**config.mk**
```make
export PLATFORM = sky130hd
export DESIGN_NAME = add_4_seq_flat
export DESIGN_NICKNAME = d
export VERILOG_FILES = /design/src/rtl/add_4_seq_if.sv /design/src/rtl/add_4_seq.sv /design/src/flat_wrapper.sv
export SDC_FILE = /design/constraint.sdc
export NUM_CORES = 1
export LEC_CHECK = 0
export BUFFER_PORTS_ARGS = -buffer_cell sky130_fd_sc_hd__buf_2
export CAP_MARGIN = 20
export CORE_ASPECT_RATIO = 1.75
export CORE_MARGIN = 8
export CORE_UTILIZATION = 45
export CTS_CLUSTER_DIAMETER = 150
export DETAILED_ROUTE_END_ITERATION = 8
export PLACE_DENSITY = 0.7
export SETUP_SLACK_MARGIN = 0.4
export SYNTH_ARGS = -nofsm -noshare
export SYNTH_HDL_FRONTEND = slang
export SYNTH_SLANG_ARGS = --single-unit
```
**constraint.sdc**
```tcl
create_clock -name clk -period 4.2 [get_ports clk]
set_input_delay 0.21 -clock clk [delete_from_list [all_inputs] [get_ports clk]]
set_output_delay 0.21 -clock clk [all_outputs]
set_load 0.05 [all_outputs]
```
**src/rtl/add_4_seq_if.sv**
```systemverilog
// Request/response bundle for the nibble-serial wide adder.
// The master modport is the requesting datapath, the slave modport is the sequencer.
interface add_4_seq_if #(
   parameter int NIBBLES = 4
);
   localparam int W = 4 * NIBBLES;

   logic         in_valid;
   logic         in_ready;
   logic [W-1:0] a;
   logic [W-1:0] b;
   logic         sub;
   logic         cy_in;
   logic         out_valid;
   logic         out_ready;
   logic [W-1:0] sum;
   logic         cy_out;
   logic         ovf;
   logic         busy;

   modport master (
      output in_valid, a, b, sub, cy_in, out_ready,
      input  in_ready, out_valid, sum, cy_out, ovf, busy
   );

   modport slave (
      input  in_valid, a, b, sub, cy_in, out_ready,
      output in_ready, out_valid, sum, cy_out, ovf, busy
   );
endinterface

```
**src/rtl/add_4_seq.sv**
```systemverilog
// Wide add/subtract built from one 4-bit adder, one nibble per cycle, LSB first; result after NIBBLES cycles.
// Result is held in DONE until out_ready; no new request is accepted until the result is taken.
module add_4 (
   input  logic [3:0] x,
   input  logic [3:0] y,
   input  logic       cy_in,
   output logic [3:0] s,
   output logic       cy_4
);
   logic [4:0] t;

   assign t    = {1'b0, x} + {1'b0, y} + {4'b0000, cy_in};
   assign s    = t[3:0];
   assign cy_4 = t[4];
endmodule

module add_4_seq #(
   parameter int NIBBLES = 4
) (
   input  logic        clk,
   input  logic        rst_n,
   add_4_seq_if.slave  bus
);
   localparam int W  = 4 * NIBBLES;
   localparam int IW = (NIBBLES > 1) ? $clog2(NIBBLES) : 1;
   localparam logic [IW-1:0] LAST_IDX = IW'(NIBBLES - 1);

   localparam logic [1:0] IDLE = 2'd0;
   localparam logic [1:0] RUN  = 2'd1;
   localparam logic [1:0] DONE = 2'd2;

   logic [1:0]    state;
   logic [IW-1:0] idx;
   logic [W-1:0]  a_r;
   logic [W-1:0]  b_r;
   logic          carry;
   logic          a_msb;
   logic          b_msb;
   logic [W-1:0]  sum_r;
   logic          cy_out_r;
   logic          ovf_r;

   logic [3:0]    x_nib;
   logic [3:0]    y_nib;
   logic [3:0]    s_nib;
   logic          cy_4;

   assign x_nib = a_r[4*idx +: 4];
   assign y_nib = b_r[4*idx +: 4];

   add_4 u_add_4 (
      .x     (x_nib),
      .y     (y_nib),
      .cy_in (carry),
      .s     (s_nib),
      .cy_4  (cy_4)
   );

   always_ff @(posedge clk or negedge rst_n) begin
      if (!rst_n) begin
         state    <= IDLE;
         idx      <= '0;
         a_r      <= '0;
         b_r      <= '0;
         carry    <= 1'b0;
         a_msb    <= 1'b0;
         b_msb    <= 1'b0;
         sum_r    <= '0;
         cy_out_r <= 1'b0;
         ovf_r    <= 1'b0;
      end else begin
         case (state)
            IDLE: begin
               if (bus.in_valid) begin
                  state <= RUN;
                  idx   <= '0;
                  a_r   <= bus.a;
                  // Subtract is A + ~B + 1, so invert B here and force the carry.
                  b_r   <= bus.sub ? ~bus.b : bus.b;
                  carry <= bus.sub ? 1'b1 : bus.cy_in;
                  a_msb <= bus.a[W-1];
                  b_msb <= bus.sub ? ~bus.b[W-1] : bus.b[W-1];
               end
            end
            RUN: begin
               sum_r[4*idx +: 4] <= s_nib;
               carry             <= cy_4;
               if (idx == LAST_IDX) begin
                  state    <= DONE;
                  cy_out_r <= cy_4;
                  ovf_r    <= (a_msb == b_msb) && (s_nib[3] != a_msb);
               end else begin
                  idx <= idx + IW'(1);
               end
            end
            DONE: begin
               if (bus.out_ready) begin
                  state <= IDLE;
               end
            end
            default: state <= IDLE;
         endcase
      end
   end

   assign bus.in_ready  = (state == IDLE);
   assign bus.out_valid = (state == DONE);
   assign bus.busy      = (state == RUN) || (state == DONE);
   assign bus.sum       = sum_r;
   assign bus.cy_out    = cy_out_r;
   assign bus.ovf       = ovf_r;
endmodule

```
**src/flat_wrapper.sv**
```systemverilog
// flat-port wrapper written by rule: the top's interface ports become plain ports
module add_4_seq_flat 
#(
   parameter int NIBBLES = 4
)
  (clk, rst_n, bus_in_valid, bus_a, bus_b, bus_sub, bus_cy_in, bus_out_ready, bus_in_ready, bus_out_valid, bus_sum, bus_cy_out, bus_ovf, bus_busy);
  add_4_seq_if #(.NIBBLES(NIBBLES)) bus_i ();
  input  logic clk;
  input  logic rst_n;
  input wire logic [$bits(bus_i.in_valid)-1:0] bus_in_valid;
  input wire logic [$bits(bus_i.a)-1:0] bus_a;
  input wire logic [$bits(bus_i.b)-1:0] bus_b;
  input wire logic [$bits(bus_i.sub)-1:0] bus_sub;
  input wire logic [$bits(bus_i.cy_in)-1:0] bus_cy_in;
  input wire logic [$bits(bus_i.out_ready)-1:0] bus_out_ready;
  output wire logic [$bits(bus_i.in_ready)-1:0] bus_in_ready;
  output wire logic [$bits(bus_i.out_valid)-1:0] bus_out_valid;
  output wire logic [$bits(bus_i.sum)-1:0] bus_sum;
  output wire logic [$bits(bus_i.cy_out)-1:0] bus_cy_out;
  output wire logic [$bits(bus_i.ovf)-1:0] bus_ovf;
  output wire logic [$bits(bus_i.busy)-1:0] bus_busy;
  assign bus_i.in_valid = bus_in_valid;
  assign bus_i.a = bus_a;
  assign bus_i.b = bus_b;
  assign bus_i.sub = bus_sub;
  assign bus_i.cy_in = bus_cy_in;
  assign bus_i.out_ready = bus_out_ready;
  assign bus_in_ready = bus_i.in_ready;
  assign bus_out_valid = bus_i.out_valid;
  assign bus_sum = bus_i.sum;
  assign bus_cy_out = bus_i.cy_out;
  assign bus_ovf = bus_i.ovf;
  assign bus_busy = bus_i.busy;
  add_4_seq #(.NIBBLES(NIBBLES)) u_core (.clk(clk), .rst_n(rst_n), .bus(bus_i));
endmodule
```
==> flow_summary_export.csv, run 1 <==
group,metric,value,unit
global_routing,grt_start_max_net_pins,56,
cells_and_area,num_antenna_cells,0,
floorplan,pin_count,59,
floorplan,die-height,119.9,µm
cts,clk_pin_slew,0.10,ns
critical_path,cp.required,4.37,ns
timing,period_share,63.15,%
timing,tightest_slew,1.035,ns
placed_design,dp_hpwl,4333,µm
logic_synthesis,ys_ff_latch,55,
logic_synthesis,synth_common_cells,"dfrtp_1 (55), nand2_1 (34), o21ai_0 (17), xnor2_1 (17), mux2_1 (16)",
timing,final.setup.tns,0,ns
route,wl_per_cell,14.77,µm
global_routing,grt_pass1_vias,1933,
cells_and_area,fin_nets,343,
floorplan,die_area,0.009032,mm²
status,status,"completed",
hold_path,hp-class,"in -> async",
power,power_density,804.3,mW/mm²
route,drc,0,
flow_run,drv_cap,0,
floorplan,row_count,38,
logic_synthesis,synth_cell_types,36,
logic_synthesis,syn_area_per_cell,11.91,µm²
power,p_leak,1.552,nW
cts,htreeDepth,2,
placed_design,gp_congestion,0.8235,
route,vias,1856,
timing,final_max_slew_viol_count,0,
critical_path,critPathArrivalTime,2.83,ns
logic_synthesis,synth-edff-count,0,
global_routing,overflow,0,
critical_path,worstSetupPathType,"reg -> reg",
cts,cts-root-buf,"clkbuf_8",
logic_synthesis,yosysMostFrequentCell,"dfrtp_1",
logic_synthesis,ys.flop_type,"dfrtp_1",
floorplan,core_area,0.006086,mm²
placed_design,numPortBuffers,58,
timing,rsz0062_at_grt,"no",
logic_synthesis,synth_top_area_share,49.62,%
critical_path,worstPathMaxFanout,11,
logic_synthesis,syn-num-nets,285,
cts,clk_latency,0.31,ns
timing,slew_headroom,30.80,%
cts,tritoncts,"done",
cts,hold_buffers,0,
timing,setup_viol,0,
global_routing,antenna_found_initial,0,
timing,min_period,2.652,ns
timing,hold_viol_final,0,
global_routing,grt_pass1_wl,9135,µm
timing,fmax,0.3770,GHz
route,vias_per_cell,4.989,
logic_synthesis,syn_inst,233,
critical_path,crit_path_start_kind,"flip-flop",
power,vdd_drop_max,0.4374,mV
logic_synthesis,ys_warn_count,0,
cts,post_cts_resized,0,
logic_synthesis,synth_area,0.002774,mm²
global_routing,grt_usage,13.26,%
timing,holdWs,0.001625,ns
route,drtPass1Iterations,4,
route,drtIter0Drc,38,
logic_synthesis,yosys.area.top_type,"dfrtp_1",
cts,clk_path_buf_depth,2,
cts,cts_sinks,55,
cts,cts-buffers-inserted,5,
cts,post_cts_buffers,0,
floorplan,fp.dieW,75.35,µm
timing,finClkSkew,0.006872,ns
logic_synthesis,async_flop_share,100.0,%
critical_path,crit_path_end_kind,"flip-flop",
floorplan,start_util,45.58,%
logic_synthesis,synth-seq-area-share,49.62,%
logic_synthesis,ys_top_cells_by_area,"dfrtp_1 (50%), mux2_1 (6.5%), mux4_2 (6.5%)",
cells_and_area,synthToLayoutAreaGrowth,16.55,%
route,ant_nets,0,
route,wl,5496,µm
cells_and_area,drive_gt1_share,28.42,%
-- final cells by class --
type | instances | area, µm²
fill | 575 | 2853
sequential | 55 | 1376
multi-input combinational | 159 | 1294
timing repair buffer | 62 | 320.3
tap | 80 | 100.1
clock buffer | 5 | 68.82
clock inverter | 3 | 43.79
inverter | 8 | 30.03
-- placed cells by master, fill, tap and decap left out, types with 2 or more instances in the layout --
cell	synthesis	layout
a21oi_1	5	5
inv_1	7	7
ha_1	12	12
nand2_1	34	34
o21ai_1	6	6
o21ai_0	17	17
nand3_1	3	3
fa_1	2	2
mux2i_1	2	2
nor2b_1	3	3
nor2_1	5	5
xnor2_1	17	17
a22o_1	13	13
buf_4	3	4
and4_1	2	2
mux4_2	8	8
buf_2	5	58
mux2_1	16	16
dfrtp_1	55	55
clkbuf_8	0	5
-- metrics by stage --
step | utilization, % | power [mW] | instance area, µm² | std cells | setup slack, ns
after global placement | 51.27 | 2.244 | 3120 | 364 | 1.567
final | 53.13 | 2.600 | 3233 | 372 | 1.548
after global routing | 53.13 | 2.789 | 3233 | 372 | 1.358
after CTS | 53.13 | 2.630 | 3233 | 372 | 1.508
after detailed placement | 51.27 | 2.278 | 3120 | 364 | 1.527
after floorplan | - | 1.954 | 2774 | 233 | 1.839
-- cells by family (layout without fill, tap and decap cells) --
group                      count (synthesis)  count (layout)  share of synthesized area (%)
adders and majority gates                 14              14                          6.856
muxes                                     26              26                          13.71
xor gates and xnor gates                  18              18                          5.683
buffers and inverters                     19              78                          3.743
and+or+nand+nor                           52              52                          8.661
DFF                                       55              55                          49.62
AOI/OAI and AO/OA                         49              49                          11.73
-- critical path, cell delays in order, from the launching register on --
cell and delay, ns:
dfrtp_1 0.60, mux4_2 0.57, fa_1 0.43, fa_1 0.41
a21oi_1 0.22, nor2_1 0.06, nor2_1 0.12, a31oi_1 0.10
-- power breakdown --
| group | internal (mW) | total [mW] | switching [mW] |
|---|---|---|---|
| Combinational | 0.528 | 1.35 | 0.826 |
| Clock | 0.178 | 0.347 | 0.169 |
| Sequential | 0.747 | 0.900 | 0.153 |
-- metal layers --
metal	up-vias	wire length, µm	track usage [%]
met5	-	0	0
li1	932	-	-
met4	0	131	6.538
met1	871	2122	14.03
met3	10	222	2.840
met2	43	3019	23.41
-- flip-flops by register name, indices dropped and copies added, names as in the netlist --
signal	count
u_core.b_r	16
u_core.bus.sum	16
u_core.a_r	15
u_core.idx	2
u_core.state	2
u_core.a_msb	1
u_core.bus.cy_out	1
u_core.bus.ovf	1
u_core.carry	1
-- final timing paths --
path | slack, ns | end | start | cells after the start
max in group asynchronous | 3.75 | u_core.bus.sum[1] | rst_n | 2
min reg2reg | 0.49 | u_core.bus.sum[0] | u_core.bus.sum[0] | 2
min | 0.002 | u_core.a_r[14] | rst_n | 2
min in group clk | 0.10 | u_core.a_r[5] | bus_a[5] | 2
max | 1.55 | u_core.carry | u_core.idx[0] | 7
max reg2reg | 1.55 | u_core.carry | u_core.idx[0] | 7
Note: power is estimated with default switching activity, not from simulation.
==> inputs of run 2 (changes only) <==
--- a/config.mk
+++ b/config.mk
@@ -12,7 +12,7 @@
 export CORE_UTILIZATION = 45
 export CTS_CLUSTER_DIAMETER = 150
 export DETAILED_ROUTE_END_ITERATION = 8
-export PLACE_DENSITY = 0.7
+export PLACE_DENSITY = 0.72
 export SETUP_SLACK_MARGIN = 0.4
 export SYNTH_ARGS = -nofsm -noshare
 export SYNTH_HDL_FRONTEND = slang
==> constraint.sdc (replaced) <==
create_clock -name clk -period 2.25 [get_ports clk]
set_input_delay 0.1125 -clock clk [delete_from_list [all_inputs] [get_ports clk]]
set_output_delay 0.1125 -clock clk [all_outputs]
set_load 0.05 [all_outputs]
==> flow_summary_export.csv, run 2 (synthesis gave the netlist of run 1 again) <==
group,metric,value,unit
critical_path,r2r_end,"u_core.bus.sum[2]",
route,vias,1934,
cells_and_area,final_cell_mix,"buf_2 (58), dfrtp_1 (54), nand2_1 (33), xnor2_1 (16), mux2_1 (16)",
timing,layout_setup_ws,-0.06840,ns
critical_path,crit_chain,"buf_4 -> buf_12 -> mux4_2 -> buf_4 -> fa_2 -> xor2_2 -> nand2_1 -> o21ai_0",
cells_and_area,seqCellArea,0.001378,mm²
cts,htreeDepth,2,
global_routing,overflow,0,
cts,clk_path_buf_depth,2,
hold_path,worstHoldStart,"bus_a[12]",
cts,clk_pin_slew,0.09,ns
timing,hold_viol_final,0,
route,wl,5824,µm
timing,holdWs,0.01011,ns
cts,cts-buffers-inserted,5,
critical_path,worstPathMaxFanout,9,
timing,rsz0062_at_grt,"yes",
floorplan,row_count,38,
status,status,"finished with violations",
global_routing,antenna_found_initial,0,
cells_and_area,synthToLayoutAreaGrowth,24.31,%
floorplan,die_area,0.009032,mm²
critical_path,critPathArrivalTime,2.55,ns
timing,min_period,2.318,ns
route,drc,0,
placed_design,dp_cells,368,
power,power_density,1559,mW/mm²
route,top_layer,"met4",
route,vias_per_cell,5.050,
global_routing,grt_usage,13.65,%
timing,tightest_slew,0.6395,ns
cts,cts_sinks,55,
route,route.met3.wl,261,µm
global_routing,grt_pass1_vias,2013,
timing,finClkSkew,0.005177,ns
critical_path,crit_path_max_incr_delay,0.52,ns
floorplan,core_area,0.006086,mm²
critical_path,cp.required,2.48,ns
hold_path,hp-class,"in -> reg",
placed_design,dp_hpwl,4610,µm
timing,setup_viol,11,
critical_path,crit_path_end_kind,"flip-flop",
cells_and_area,final_cells,383,
critical_path,worstSetupPathType,"reg -> reg",
timing,final_max_slew_viol_count,0,
timing,period_share,103.0,%
cells_and_area,num_antenna_cells,0,
cts,tritoncts,"done",
critical_path,worstRegToRegCells,8,
route,drtPass1Iterations,4,
critical_path,crit-reg2reg-launch,"u_core.idx[0]",
critical_path,crit_top_cell,"buf_4",
cells_and_area,fin_nets,354,
placed_design,gp_congestion,0.8653,
cells_and_area,nFillCells,585,
cells_and_area,finish.utilization,56.66,%
route,met1_length,2176,µm
placed_design,numPortBuffers,58,
timing,fmax,0.4313,GHz
global_routing,grt_pass1_wl,9453,µm
critical_path,rrSetupSlack,-0.07,ns
cells_and_area,final_common_cell,"buf_2",
cells_and_area,drive_gt1_share,36.63,%
floorplan,fp.dieW,75.35,µm
critical_path,crit_slowest_cell,"mux4_2",
route,wl_met2,3292,µm
flow_run,drv_cap,0,
critical_path,crit_path_start_kind,"flip-flop",
power,p_leak,1.627,nW
cells_and_area,multi_input_area,0.001369,mm²
global_routing,grt_start_max_net_pins,49,
timing,final.setup.tns,-0.3231,ns
route,wl_per_cell,15.21,µm
floorplan,pin_count,59,
route,ant_nets,0,
route,drtIter0Drc,80,
power,vdd_drop_max,0.6078,mV
floorplan,die-height,119.9,µm
critical_path,crit_start,"u_core.idx[0]",
cts,cts-root-buf,"clkbuf_8",
cts,clk_latency,0.31,ns
timing,slew_headroom,57.37,%
critical_path,cp-endpoint,"u_core.bus.sum[2]",
floorplan,start_util,45.58,%
status,violations,"setup timing",
-- run 2: where the power goes --
group / internal [mW] / total [mW] / leakage (nW) / switching, mW
logic: 1.30 / 3.06 / 0.870 / 1.75
registers: 1.40 / 1.65 / 0.695 / 0.255
clock network: 0.360 / 0.670 / 0.0612 / 0.309
-- run 2: critical path, delay by kind of cell, from the launching register on --
family / cells / cell delay (ns)
muxes: 1 / 0.52
DFF: 1 / 0.43
buffers and inverters: 3 / 0.42
adders and majority gates: 1 / 0.38
xor gates and xnor gates: 1 / 0.25
AOI/OAI and AO/OA: 1 / 0.15
and+or+nand+nor: 1 / 0.09
-- run 2: worst min path at each step --
stage                     depth (start not counted)        endpoint
after floorplan                                   0    u_core.a_msb
after global placement                            1  u_core.a_r[10]
after detailed placement                          1  u_core.a_r[10]
after CTS                                         2    u_core.a_msb
after global routing                              2  u_core.a_r[14]
final                                             2  u_core.a_r[12]
-- run 2: final cells by class --
class | instances | share of cell area (%)
clock buffers | 6 | 2.395
clock inverters | 2 | 1.016
inverters | 8 | 0.9797
multi-input cells | 159 | 39.70
flip-flops and latches | 55 | 39.95
well taps | 80 | 2.903
repair buffers | 73 | 13.06
-- run 2: per-stage QoR --
| step | area, µm² | setup slack (ns) | power (mW) |
|---|---|---|---|
| after floorplan | 2786 | -0.02332 | 3.717 |
| after global placement | 3188 | -0.07543 | 4.351 |
| after detailed placement | 3188 | -0.1556 | 4.450 |
| after CTS | 3334 | -0.06731 | 5.210 |
| after global routing | 3448 | -0.1505 | 5.756 |
| final | 3448 | -0.06840 | 5.376 |
-- run 2: timing repair --
| item | 4_1_cts | 5_1_grt |
|---|---|---|
| endpoints found under the setup margin | 16 | 19 |
| resized for setup | 6 | 18 |
| hold buffers | 1 | 0 |
| pin swaps | 1 | 4 |
| hold endpoints to repair | 27 | 0 |
| setup buffers | 0 | 6 |
-- run 2: per-layer routing --
metal / vias to the layer above / global-route usage [%]
li1: 948 / -
met1: 931 / 15.30
met2: 47 / 24.28
met3: 8 / 2.924
met4: 0 / 4.358
met5: - / 0
==> inputs of run 3 (changes only) <==
--- a/config.mk
+++ b/config.mk
@@ -7,12 +7,10 @@
 export LEC_CHECK = 0
 export BUFFER_PORTS_ARGS = -buffer_cell sky130_fd_sc_hd__buf_2
 export CAP_MARGIN = 20
-export CORE_ASPECT_RATIO = 1.75
-export CORE_MARGIN = 8
 export CORE_UTILIZATION = 45
 export CTS_CLUSTER_DIAMETER = 150
 export DETAILED_ROUTE_END_ITERATION = 8
-export PLACE_DENSITY = 0.72
+export PLACE_DENSITY_LB_ADDON = 0.15
 export SETUP_SLACK_MARGIN = 0.4
 export SYNTH_ARGS = -nofsm -noshare
 export SYNTH_HDL_FRONTEND = slang
==> flow_summary_export.csv, run 3 (synthesis gave the netlist of run 1 again) <==
group,metric,value,unit
status,status,"finished with violations",
status,violations,"setup timing",
timing,final_max_slew_viol_count,0,
route,wl_per_cell,13.62,µm
timing,layout_setup_ws,-0.1105,ns
cts,cts-root-buf,"clkbuf_8",
floorplan,row_count,28,
route,drtPass1Iterations,4,
floorplan,core_area,0.005921,mm²
critical_path,crit_chain,"mux4_2 -> fa_2 -> fa_2 -> a21oi_2 -> nor2_2 -> nor2_2 -> a31oi_1",
cells_and_area,final_cells,373,
placed_design,numPortBuffers,58,
critical_path,rrSetupSlack,-0.11,ns
cts,clk_latency,0.30,ns
power,p_leak,1.606,nW
critical_path,crit_slowest_cell,"mux4_2",
critical_path,crit_path_end_kind,"flip-flop",
route,drc,0,
timing,tightest_slew,0.6068,ns
floorplan,die_area,0.006482,mm²
critical_path,crit_path_start_kind,"flip-flop",
cts,clk_pin_slew,0.10,ns
timing,finClkSkew,0.01026,ns
power,fin_total_pwr,5.266,mW
placed_design,gp_congestion,0.7990,
critical_path,critPathArrivalTime,2.52,ns
timing,period_share,104.9,%
cells_and_area,num_antenna_cells,0,
global_routing,grt_pass1_wl,8845,µm
cts,htreeDepth,2,
flow_run,drv_cap,0,
cts,cts_sinks,55,
power,vdd_drop_max,0.7202,mV
route,vias_per_cell,5.035,
timing,setup_viol,6,
cells_and_area,drive_gt1_share,32.89,%
route,vias,1878,
global_routing,antenna_found_initial,0,
placed_design,dp_cells,363,
floorplan,fp.dieW,80.51,µm
critical_path,path_delay_family,"adder cells",
global_routing,grt_start_max_net_pins,49,
hold_path,hp-class,"in -> reg",
cells_and_area,final_common_cell,"buf_2",
timing,hold_viol_final,0,
cts,tritoncts,"done",
power,power_density,1561,mW/mm²
route,drtIter0Drc,74,
cts,clk_path_buf_depth,2,
route,wl,5080,µm
cts,cts-buffers-inserted,5,
floorplan,die-height,80.51,µm
critical_path,cp.required,2.41,ns
timing,slew_headroom,59.55,%
global_routing,grt_pass1_vias,1899,
placed_design,dp_hpwl,4004,µm
cells_and_area,final_cell_mix,"buf_2 (58), dfrtp_1 (54), nand2_1 (34), xnor2_1 (16), mux2_1 (16)",
timing,rsz0062_at_grt,"yes",
timing,min_period,2.360,ns
cells_and_area,synthToLayoutAreaGrowth,21.61,%
critical_path,crit_buf_inv,0,
critical_path,worstPathMaxFanout,4,
critical_path,worstSetupPathType,"reg -> reg",
floorplan,pin_count,59,
global_routing,grt_usage,17.86,%
timing,fmax,0.4236,GHz
route,ant_nets,0,
critical_path,crit_path_max_incr_delay,0.55,ns
global_routing,overflow,0,
floorplan,start_util,46.85,%
cells_and_area,fin_nets,349,
[run 3: cell types whose count changed in the layout (fill, tap and decap cells not counted), sizes merged]
cell | before | now
inv | 7 | 9
clkinvlp | 1 | 0
buf | 72 | 67
clkinv | 1 | 0
[run 3: path summary, 6_finish.rpt]
| kind | start | end | depth (start not counted) |
|---|---|---|---|
| max | u_core.idx[0] | u_core.carry | 7 |
| min reg2reg | u_core.b_r[11] | u_core.b_r[11] | 2 |
| min | bus_a[2] | u_core.a_r[2] | 2 |
| max reg2reg | u_core.idx[0] | u_core.carry | 7 |
| min in group asynchronous | rst_n | u_core.a_r[1] | 2 |
| max in group asynchronous | rst_n | u_core.idx[0] | 3 |
[run 3: what timing repair did]
action / in CTS / in global routing
endpoints found under the setup margin: 16 / 19
buffers inserted: 0 / 1
gates resized for setup: 6 / 6
pin swaps: 1 / 10
endpoints found under the hold margin: 26 / 0
hold buffers: 1 / 0
[run 3: routing by layer]
layer / vias up / GRT usage, % / share of wire, %
li1: 942 / - / -
met1: 881 / 24.63 / 50
met2: 46 / 28.47 / 45
met3: 9 / 3.068 / 4.0
met4: 0 / 5.714 / 1.6
met5: - / 0 / 0
[run 3: worst reg2reg max path: cells and delay by family, from the launching register on]
family	cells	cell delay, ns
flip-flops	1	0.43
AND/OR/NAND/NOR	2	0.17
multiplexers	1	0.55
adder cells (fa/ha/maj)	2	0.80
AO/OA/AOI/OAI	2	0.27
[run 3: report_power, final]
part	switching [mW]	leakage, nW	total [mW]	internal [mW]
combinational	1.71	0.849	2.94	1.23
sequential	0.251	0.695	1.65	1.40
clock	0.313	0.0618	0.679	0.366
total	2.27	1.61	5.27	2.99
[run 3: cell type report]
class | count | area, µm²
Inverter | 8 | 30.03
Fill cell | 531 | 2547
Tap cell | 75 | 93.84
Timing Repair Buffer | 68 | 404.1
Clock inverter | 2 | 38.79
Sequential cell | 55 | 1378
Clock buffer | 6 | 82.58
Multi-Input combinational cell | 159 | 1346
[run 3: per-stage QoR]
stage / instance area [µm²] / hold WS (ns) / setup slack [ns] / utilization (%) / setup TNS, ns
after global placement: 3182 / 0.1577 / -0.06472 / 53.74 / -0.1824
after global routing: 3373 / 0.003367 / -0.2111 / 56.97 / -1.449
after floorplan: 2786 / -0.1831 / -0.02332 / - / -0.1183
after detailed placement: 3182 / 0.1580 / -0.1269 / 53.74 / -0.6311
after CTS: 3337 / 0.009132 / -0.09166 / 56.36 / -0.1890
final: 3373 / 0.01154 / -0.1105 / 56.97 / -0.3085
